--- src/rtl/dds_phase_accumulator.sv ---
// dds_phase_accumulator: CDC-safe step capture, phase accumulation and quarter-wave sine lookup
module dds_phase_accumulator #(
  parameter int PHASE_W = 32,
  parameter int ADDR_W = 10,
  parameter int DATA_W = 10,
  parameter logic [PHASE_W-1:0] RESET_STEP = 171798691
) (
  input  logic                clk,
  input  logic                reset,
  input  logic [PHASE_W-1:0]  step_in,
  input  logic [PHASE_W-1:0]  phase_offset,
  input  logic                en,
  input  logic                sync_clear,
  output logic [ADDR_W-3:0]   rom_addr,
  input  logic [DATA_W-2:0]   rom_data,
  output logic [DATA_W-1:0]   sample,
  output logic                sample_valid,
  output logic                wrap_pulse,
  output logic                msb_tick
);
  localparam int LOW_W = PHASE_W - ADDR_W;
  logic [PHASE_W-1:0] s1, s2, step_reg, acc, acc_next;
  logic [ADDR_W-1:0] idx, phase_top;
  logic [DATA_W-1:0] mag;
  logic [3:0] vld;
  logic carry, low_carry, acc_msb_d, neg_d, neg_dd, upd;
  always_comb begin
    {carry, acc_next} = {1'b0, acc} + {1'b0, step_reg};
    upd = en & ~sync_clear;
    // only the table index of acc+phase_offset is needed; the low half contributes just its carry
    low_carry = (acc[LOW_W-1:0] + phase_offset[LOW_W-1:0]) < acc[LOW_W-1:0];
    phase_top = acc[PHASE_W-1 -: ADDR_W] + phase_offset[PHASE_W-1 -: ADDR_W] + {{(ADDR_W-1){1'b0}}, low_carry};
    mag = {1'b0, rom_data};
  end
  always_ff @(posedge clk or negedge reset)
    if (!reset) begin
      s1 <= RESET_STEP;
      s2 <= RESET_STEP;
      step_reg <= RESET_STEP;
      acc <= '0;
      wrap_pulse <= 1'b0;
      acc_msb_d <= 1'b0;
      msb_tick <= 1'b0;
      idx <= '0;
      rom_addr <= '0;
      neg_d <= 1'b0;
      neg_dd <= 1'b0;
      sample <= '0;
      vld <= '0;
      sample_valid <= 1'b0;
    end else begin
      s1 <= step_in;
      s2 <= s1;
      if (s1 == s2) step_reg <= s2;
      acc <= sync_clear ? '0 : en ? acc_next : acc;
      wrap_pulse <= upd & carry;
      acc_msb_d <= acc[PHASE_W-1];
      msb_tick <= acc[PHASE_W-1] & ~acc_msb_d;
      idx <= phase_top;
      rom_addr <= idx[ADDR_W-2] ? ~idx[ADDR_W-3:0] : idx[ADDR_W-3:0];
      neg_d <= idx[ADDR_W-1];
      neg_dd <= neg_d;
      sample <= neg_dd ? -mag : mag;
      vld <= {vld[2:0], upd};
      sample_valid <= vld[3];
    end
endmodule
--- config.mk ---
export PLATFORM = sky130hd
export DESIGN_NAME = dds_phase_accumulator
export DESIGN_NICKNAME = d
export VERILOG_FILES = /design/src/rtl/dds_phase_accumulator.sv
export SDC_FILE = /design/constraint.sdc
export NUM_CORES = 1
export LEC_CHECK = 0
export CORE_MARGIN = 2
export CORE_UTILIZATION = 29
export CTS_CLUSTER_SIZE = 20
export DETAILED_ROUTE_END_ITERATION = 8
export HOLD_SLACK_MARGIN = 0.1
export MAX_ROUTING_LAYER = met4
export PLACE_DENSITY_LB_ADDON = 0.1
export SETUP_SLACK_MARGIN = 0.02
export SLEW_MARGIN = 20
export SYNTH_ARGS = -nofsm -noshare
export SYNTH_HDL_FRONTEND = slang
export SYNTH_SLANG_ARGS = --single-unit
--- constraint.sdc ---
create_clock -name clk -period 4.9 [get_ports clk]
set_input_delay 0.735 -clock clk [delete_from_list [all_inputs] [get_ports clk]]
set_output_delay 0.735 -clock clk [all_outputs]
set_load 0.005 [all_outputs]
==> flow_summary_export.csv, run 1 <==
group,metric,value,unit
routing,postRouteAntennaNets,0,
power,power_leakage,0.00549,uW
worst_hold_path,hold_path.class,"flop to flop",
clocking,cts_buffers,17,
run_status,violations,"setup timing",
synth,synthCells,856,
routing,viasPerCell,4.65,
grt,antenna_found_initial,0,
routing,drt-pass1-iter-count,5,
timing,slew-limit-headroom,35.6,%
placement,io_buffers,97,
routing,drt-initial-drc-count,304,
timing,fin_hold_ws,350,ps
synth,synth_area,9270,sq um
setup_path,rr_worst_depth,25,
placement,dp_hpwl,16900,um
synth,synthArstFlopShare,100,%
clocking,postCtsHoldBufs,0,
timing,finalMaxSlewViolations,0,
synth,yosys.area.top_type,"dfrtp_1",
routing,routedWlPerCell,15.0,um
layout,drive_above_1_share,21.7,%
timing,layout_min_cycle_time,4940,ps
timing,tightest_slew,966,ps
clocking,htreeDepth,4,
synth,yosys-top-cells-count,"124 x dfrtp_1, 82 x ha_1, 67 x xnor2_1",
timing,max_freq,202,MHz
timing,fin_setup_tns,-41.8,ps
setup_path,r2r_end,"idx[9]$_DFF_PN0_",
synth,synth_edf_count,0,
routing,vias,6685,
synth,netlist.area_leader.share,33.5,%
synth,synthFlopType,"dfrtp_1",
timing,setup_ws,-41.8,ps
clocking,clockBufferDepth,2,
clocking,clock-sinks,166,
setup_path,crit_arrival,5280,ps
layout,area_growth,29.3,%
setup_path,cp_data_required_time,5240,ps
worst_hold_path,hold_depth,0,
setup_path,crit_type,"input pin to flop",
grt,grt_use_total,14.0,%
clocking,root_buffer,"clkbuf_16",
layout,final_util,38.0,%
die,fp.dieH,183,um
die,fp.dieW,183,um
grt,grt_pass1_vias,6738,
synth,yosysWarnings,0,
worst_hold_path,min_from,"vld[1]$_DFF_PN0_",
setup_path,worstPathMaxFanout,4,
layout,antenna_cells,0,
clocking,cts_tree,"done",
synth,synth_nets,1019,
timing,final-setup-viol-count,1,
synth,ys_seq_area_share,45.4,%
synth,synth_cell_types,70,
setup_path,cp-end-kind,"flop",
setup_path,r2r-start,"acc[1]$_DFFE_PN0P_",
power,p_per_area,268,nW/um^2
grt,grt_max_degree,105,
timing,fin_skew,9.96,ps
routing,drcViolationCount,0,
flow_run,cap_viol_max_count,0,
synth,synth_seq_cells,166,
die,initial_core_util,29.4,%
clocking,path_clk_slew,70,ps
run_status,status,"complete, but fails checks",
power,power,3210,uW
layout,nets,1186,
routing,drt-total-wl,21600,um
timing,fin_crit_sh,101,%
setup_path,critPathLaunchType,"input pin",
synth,postSynthAreaPerCell,10.8,sq um
die,rows,65,
placement,gp_congestion,0.864,
timing,rsz0062_at_grt,"yes",
die,core_area,31600,sq um
grt,grt_overflow,0,
power,vdd_drop_max,244,uV
clocking,insertion_delay,440,ps
grt,grt_first_pass_wirelength,35700,um
synth,synthMostInstantiatedCell,"dfrtp_1",
die,die_area,33400,sq um
synth,synth_area_leaders,"dfrtp_1 33%, dfstp_2 12%, ha_1 11%, xnor2_1 6.3%, mux2_2 4.1%",
timing,hold_viol,0,
die,ios,98,
setup_path,rrSetupSlack,-20,ps
worst_hold_path,worstHoldEndpoint,"vld[2]$_DFF_PN0_",
==> where the power goes <==
part,internal [uW],leakage (uW),switching [uW],total [uW]
Combinational,204,0.00318,158,362
Sequential,1440,0.00201,34.0,1470
Clock,755,0.000297,621,1380
Total,2400,0.00549,814,3210
==> critical path: stages <==
cell             delay [ps]
clkdlybuf4s50_1         400
ha_1                    320
a21o_1                  210
a211o_1                 300
a21oi_2                 170
o21ai_1                  80
a21oi_1                 190
xnor2_1                 150
ha_1                    260
a21o_1                  160
a21o_1                  150
a21o_1                  160
a21oi_2                 130
nor2b_1                  50
o21ai_1                 130
nand2b_1                 80
a221oi_2                250
fa_2                    270
a21o_1                  140
a21oi_2                  60
o21bai_1                120
a21oi_1                 100
o21bai_1                170
a21oi_2                  90
o21a_1                  180
a311oi_2                230
==> layout by cell type, fill, tap and decap left out, drive strengths merged, types with 4 or more instances in the layout <==
cell type	n
a211oi	9
nand3	23
inv	56
buf	72
nor4	5
ha	82
a211o	4
o21bai	9
dlygate4sd2	4
xnor2	67
a21oi	52
nand2b	8
mux2i	13
clkinv	4
nor3	6
nand4	21
o31ai	7
clkdlybuf4s50	87
o211ai	7
nor2	51
nand2	43
nor2b	6
a21o	35
dfrtp	124
a21boi	6
dfstp	42
a31oi	5
o21ai	32
mux2	34
xor2	26
or3	6
o21a	7
clkbuf	18
fa	4
and3	9
and2	8
==> metal layers <==
metal / global-route usage [%] / part of all wire, % / up-vias / wire, um
met5: - / 0 / - / 0
met4: 4.29 / 1.2 / 0 / 269
met3: 2.46 / 3.2 / 18 / 696
met2: 20.2 / 43 / 123 / 9240
met1: 20.1 / 53 / 3128 / 11400
li1: - / - / 3416 / -
==> worst max path at each step <==
stage,start,endpoint,slack (ps),depth (start not counted)
after floorplan,phase_offset[1],idx[9]$_DFF_PN0_,-20,27
after global placement,phase_offset[1],idx[9]$_DFF_PN0_,-830,28
after detailed placement,phase_offset[1],idx[9]$_DFF_PN0_,-970,28
after CTS,acc[1]$_DFFE_PN0P_,idx[9]$_DFF_PN0_,-50,27
after global routing,phase_offset[5],idx[9]$_DFF_PN0_,-300,28
final,phase_offset[10],idx[9]$_DFF_PN0_,-40,26
==> through the flow <==
step           area, sq um  setup slack [ps]  instances
2_1_floorplan         9390             -17.3        856
3_3_place_gp         11300              -827       1402
3_5_place_dp         11300              -966       1402
4_1_cts              12000             -49.4       1438
5_1_grt              12000              -300       1438
6_report             12000             -41.8       1438
==> cells by family (layout without fill, tap and decap cells) <==
kind of cell | count (synthesis) | after routing | share of synthesized area [%]
flip-flops | 166 | 166 | 45.4
AO/OA/AOI/OAI | 201 | 201 | 15.0
adder cells (fa/ha/maj) | 86 | 86 | 11.9
multiplexers | 47 | 47 | 5.53
buffers and inverters | 66 | 246 | 2.71
XOR/XNOR | 93 | 93 | 8.79
AND/OR/NAND/NOR | 197 | 197 | 10.6
==> layout make-up <==
class | instances | area (sq um)
fillers | 3139 | 19600
inverters | 48 | 180
clock inverters | 14 | 156
clock buffers | 18 | 450
repair buffers | 166 | 1490
well taps | 402 | 503
flip-flops and latches | 166 | 4210
multi-input cells | 624 | 5000
==> what timing repair did <==
action	in CTS	in global routing
setup endpoints to repair	6	4
gates resized for setup	23	4
pin swaps	36	2
buffers inserted	4	0
(Power assumes the default switching activity.)
==> inputs of run 2 (changes only) <==
GPL_TIMING_DRIVEN = 0   (was default)
MAX_ROUTING_LAYER = default   (was met4)
clock period = 6.04 ns   (was 4.9 ns; I/O delays follow)
==> flow_summary_export.csv, run 2 (synthesis results as in run 1) <==
group,metric,value,unit
grt,antenna_found_initial,0,
timing,slew-limit-headroom,41.0,%
setup_path,cp_num_buf_inv,1,
timing,fin_skew,10.3,ps
clocking,path_clk_slew,70,ps
layout,antenna_cells,0,
timing,hold_viol,0,
grt,grt_busiest_layer,"met2",
clocking,insertion_delay,440,ps
routing,routedWlPerCell,15.6,um
timing,rsz0062_at_grt,"no",
grt,met3_usage,2.74,%
placement,place_ws,-514,ps
grt,met1_usage,19.8,%
setup_path,cp_top_family,"compound AO/OA/AOI/OAI gates",
timing,finalMaxSlewViolations,0,
die,initial_core_util,29.4,%
setup_path,critPathLaunchType,"input pin",
clocking,cts_tree,"done",
clocking,cts_buffers,17,
placement,gp_congestion,0.852,
timing,max_freq,177,MHz
layout,layout_commonest_cell,"dfrtp_1",
grt,grt_use_met2,20.2,%
clocking,root_buffer,"clkbuf_16",
routing,postRouteAntennaNets,0,
routing,viasPerCell,4.65,
die,fp.dieH,183,um
setup_path,slowest_delay,430,ps
timing,layout_min_cycle_time,5640,ps
clocking,postCtsHoldBufs,0,
placement,placed_cells,1356,
run_status,status,"completed",
power,power_leakage,0.00524,uW
setup_path,worstPathMaxFanout,3,
grt,grt_first_pass_wirelength,35300,um
setup_path,crit_arrival,5970,ps
clocking,htreeDepth,4,
power,vdd_drop_max,184,uV
worst_hold_path,hold_path.class,"flop to flop",
timing,setup_ws,401,ps
flow_run,cap_viol_max_count,0,
setup_path,crit_type,"input pin to flop",
grt,grt_use_total,13.6,%
grt,grt_max_degree,69,
die,ios,98,
layout,area_growth,24.8,%
grt,grt_overflow,0,
placement,dp_hpwl,17200,um
routing,vias,6472,
timing,tightest_slew,885,ps
power,p_per_area,225,nW/um^2
die,rows,65,
layout,mostFrequentLayoutCells,"124 x dfrtp_1, 92 x clkdlybuf4s50_1, 78 x ha_1",
routing,drt-total-wl,21600,um
layout,nets,1139,
timing,final-setup-viol-count,0,
setup_path,cp-end-kind,"flop",
placement,io_buffers,96,
routing,drcViolationCount,0,
clocking,clock-sinks,166,
routing,drt-pass1-iter-count,4,
setup_path,slowest_stage,"clkdlybuf4s50_1",
die,fp.dieW,183,um
setup_path,cp_data_required_time,6370,ps
timing,fin_crit_sh,93.4,%
routing,drt-initial-drc-count,329,
layout,drive_above_1_share,15.5,%
die,die_area,33400,sq um
setup_path,crit_top_cell,"a21o_1",
clocking,clockBufferDepth,2,
grt,grt_pass1_vias,6524,
layout,stdcell_count,1391,
die,core_area,31600,sq um
-- run 2: final timing paths --
check / start / endpoint / slack [ps] / depth (start not counted)
min in group asynchronous: reset / s1[3]$_DFF_PN0_ / 350 / 1
max: phase_offset[0] / idx[9]$_DFF_PN0_ / 400 / 26
min: vld[3]$_DFF_PN0_ / sample_valid$_DFF_PN0_ / 340 / 0
min reg2reg: vld[3]$_DFF_PN0_ / sample_valid$_DFF_PN0_ / 340 / 0
max reg2reg: acc[1]$_DFFE_PN0P_ / idx[9]$_DFF_PN0_ / 800 / 27
max in group asynchronous: reset / step_reg[27]$_DFFE_PN1N_ / 4990 / 2
-- run 2: final cells by class --
type,count,area [sq um]
clock inverters,14,168
plain buffers,18,71.3
flip-flops and latches,166,4210
repair buffers,101,1050
inverters,48,180
multi-input cells,624,4930
well taps,402,503
fillers,3163,20000
clock buffers,18,450
-- run 2: per-layer routing --
metal / routed length (um) / vias to the layer above
met5: 0 / -
met4: 303 / 0
met3: 776 / 17
met2: 9330 / 113
met1: 11200 / 3017
li1: - / 3325
-- run 2: power by group --
part           switching (uW)  internal, uW  total (uW)
logic                     125           148         273
clock network             513           621        1130
registers                25.9          1170        1190
total                     664          1940        2600
-- run 2: timing repair --
item                                    CTS  global route
buffers inserted                          0             3
pin swaps                                 0            15
gates resized for setup                   1            25
endpoints found under the setup margin    1             3
-- run 2: per-stage QoR --
stage / total power (uW) / TNS [ps] / hold WS [ps] / area (sq um) / util (%)
global placement: 1480 / -414020 / 333 / 10700 / 34.0
detailed placement: 1490 / -1060 / 335 / 10800 / 34.2
global route: 2740 / 0 / 350 / 11600 / 36.6
finish: 2600 / 0 / 343 / 11600 / 36.6
CTS: 2650 / 0 / 345 / 11400 / 36.2
floorplan: 1330 / 0 / 331 / 9270 / -
==> inputs of run 3 (changes only) <==
CORE_UTILIZATION = 62   (was 29)
==> flow_summary_export.csv, run 3 (synthesis results as in run 1) <==
group,metric,value,unit
die,ios,98,
timing,finalMaxSlewViolations,0,
setup_path,crit_top_cell,"a21oi_2",
power,p_per_area,224,nW/um^2
routing,routedWlPerCell,19.7,um
die,fp.dieH,126,um
timing,fin_skew,9.76,ps
worst_hold_path,hold_path.class,"flop to flop",
timing,max_freq,176,MHz
grt,grt_use_total,30.5,%
power,vdd_drop_max,258,uV
timing,layout_min_cycle_time,5690,ps
die,rows,44,
setup_path,cp_top_family,"compound AO/OA/AOI/OAI gates",
setup_path,crit_type,"input pin to flop",
placement,dp_hpwl,17200,um
timing,rsz0062_at_grt,"no",
grt,grt_first_pass_wirelength,37900,um
setup_path,critPathLaunchType,"input pin",
layout,nets,1140,
routing,maxUsedRoutingLayer,"met4",
setup_path,slowest_delay,470,ps
timing,tightest_slew,877,ps
clocking,cts_buffers,17,
clocking,clock-sinks,166,
setup_path,worstPathMaxFanout,5,
routing,drt-total-wl,23200,um
placement,place_area,10500,sq um
layout,final_cell_area,11200,sq um
die,initial_core_util,63.5,%
setup_path,cp-end-kind,"flop",
layout,fill_cells,910,
die,die_area,15900,sq um
grt,grt_max_degree,104,
clocking,htreeDepth,4,
routing,drt-met1-wl,10200,um
routing,dr_wl_met2,11000,um
clocking,cts_tree,"done",
die,core_area,14600,sq um
power,power_leakage,0.00521,uW
layout,layout_commonest_cell,"dfrtp_1",
clocking,path_clk_slew,70,ps
routing,drt-initial-drc-count,490,
timing,hold_viol,0,
routing,drcViolationCount,0,
flow_run,cap_viol_max_count,0,
clocking,clockBufferDepth,2,
layout,mostFrequentLayoutCells,"124 x dfrtp_1, 91 x clkdlybuf4s50_1, 79 x ha_1",
power,power,2500,uW
layout,drive_above_1_share,15.6,%
placement,io_buffers,96,
grt,antenna_found_initial,0,
routing,routed-wl-met3,1380,um
setup_path,cp_data_required_time,6350,ps
routing,vias,7108,
timing,slew-limit-headroom,41.5,%
clocking,insertion_delay,430,ps
grt,grt_pass1_vias,7257,
die,fp.dieW,126,um
layout,antenna_cells,0,
setup_path,slowest_stage,"clkdlybuf4s50_1",
timing,fin_crit_sh,94.2,%
routing,viasPerCell,6.05,
placement,gp_congestion,0.899,
clocking,root_buffer,"clkbuf_16",
layout,area_growth,20.8,%
setup_path,cp_num_buf_inv,1,
routing,postRouteAntennaNets,0,
run_status,status,"completed",
timing,final-setup-viol-count,0,
setup_path,crit_arrival,6000,ps
grt,grt_overflow,0,
routing,drt-pass1-iter-count,5,
## run 3: cell types whose count changed in the layout (fill, tap and decap cells not counted), sizes merged
cell	change
buf	+1
bufinv	-1
clkbuf	+1
clkdlybuf4s50	-1
clkinv	+4
clkinvlp	+2
dlymetal6s2s	+1
inv	-6
## run 3: through the flow
stage               setup slack [ps]  std cells  hold slack (ps)  util, %  TNS (ps)
global route                    61.5       1174              356     76.8         0
detailed placement              -417       1137              336     71.9     -1070
CTS                             64.0       1169              351     75.8         0
global placement               -2110       1136              332     71.7   -267760
finish                           353       1174              351     76.8         0
floorplan                        735        856              331        -         0
## run 3: path summary, 6_finish.rpt
kind | from | end | slack, ps | cells after the start
max | phase_offset[7] | idx[8]$_DFF_PN0_ | 350 | 29
min | vld[3]$_DFF_PN0_ | sample_valid$_DFF_PN0_ | 350 | 0
max reg2reg | acc[1]$_DFFE_PN0P_ | idx[8]$_DFF_PN0_ | 700 | 26
min reg2reg | vld[3]$_DFF_PN0_ | sample_valid$_DFF_PN0_ | 350 | 0
max in group asynchronous | reset | step_reg[27]$_DFFE_PN1N_ | 4770 | 2
min in group asynchronous | reset | acc[1]$_DFFE_PN0P_ | 410 | 1
## run 3: routing by layer
layer	track usage, %	vias up
met3	5.01	49
met2	50.4	299
met5	0	-
met4	10.0	0
met1	41.5	3439
li1	-	3321
## run 3: worst register-to-register path, cell delays in order, from the launching register on
cell and delay [ps]:
dfrtp_1 460, ha_1 310, a31o_2 220, a21oi_4 140, buf_4 140, o21ai_0 130
a21oi_1 210, xnor2_1 140, ha_1 260, a21o_1 170, a21o_1 180, a21o_1 170
a21o_1 170, a21o_1 170, a21o_1 170, a221o_1 380, a221oi_2 330, fa_2 290
fa_2 210, a21oi_1 80, nor2_1 140, nor2_2 70, o21bai_2 180, a21oi_2 100
o21bai_2 190, a21oi_2 90, xnor2_1 120
## run 3: report_power, final
group	switching [uW]	leakage (uW)	total (uW)	internal [uW]
sequential	31.2	0.00201	1200	1170
combinational	135	0.00293	283	148
clock	472	0.000266	1020	549
total	638	0.00521	2500	1870
## run 3: layout make-up
type,instances,area (sq um),share of cell area (%)
Timing Repair Buffer,102,1040,9.30
Sequential cell,166,4210,37.6
Tap cell,184,230,2.06
Clock inverter,13,114,1.02
Inverter,48,180,1.61
Buffer,18,71.3,0.637
Multi-Input combinational cell,624,4910,43.9
Clock buffer,19,443,3.95
## run 3: timing repair
action,4_1_cts,5_1_grt
hold buffers,0,0
pin swaps,0,15
setup buffers,0,5
gates resized for setup,1,26
endpoints found under the setup margin,1,4
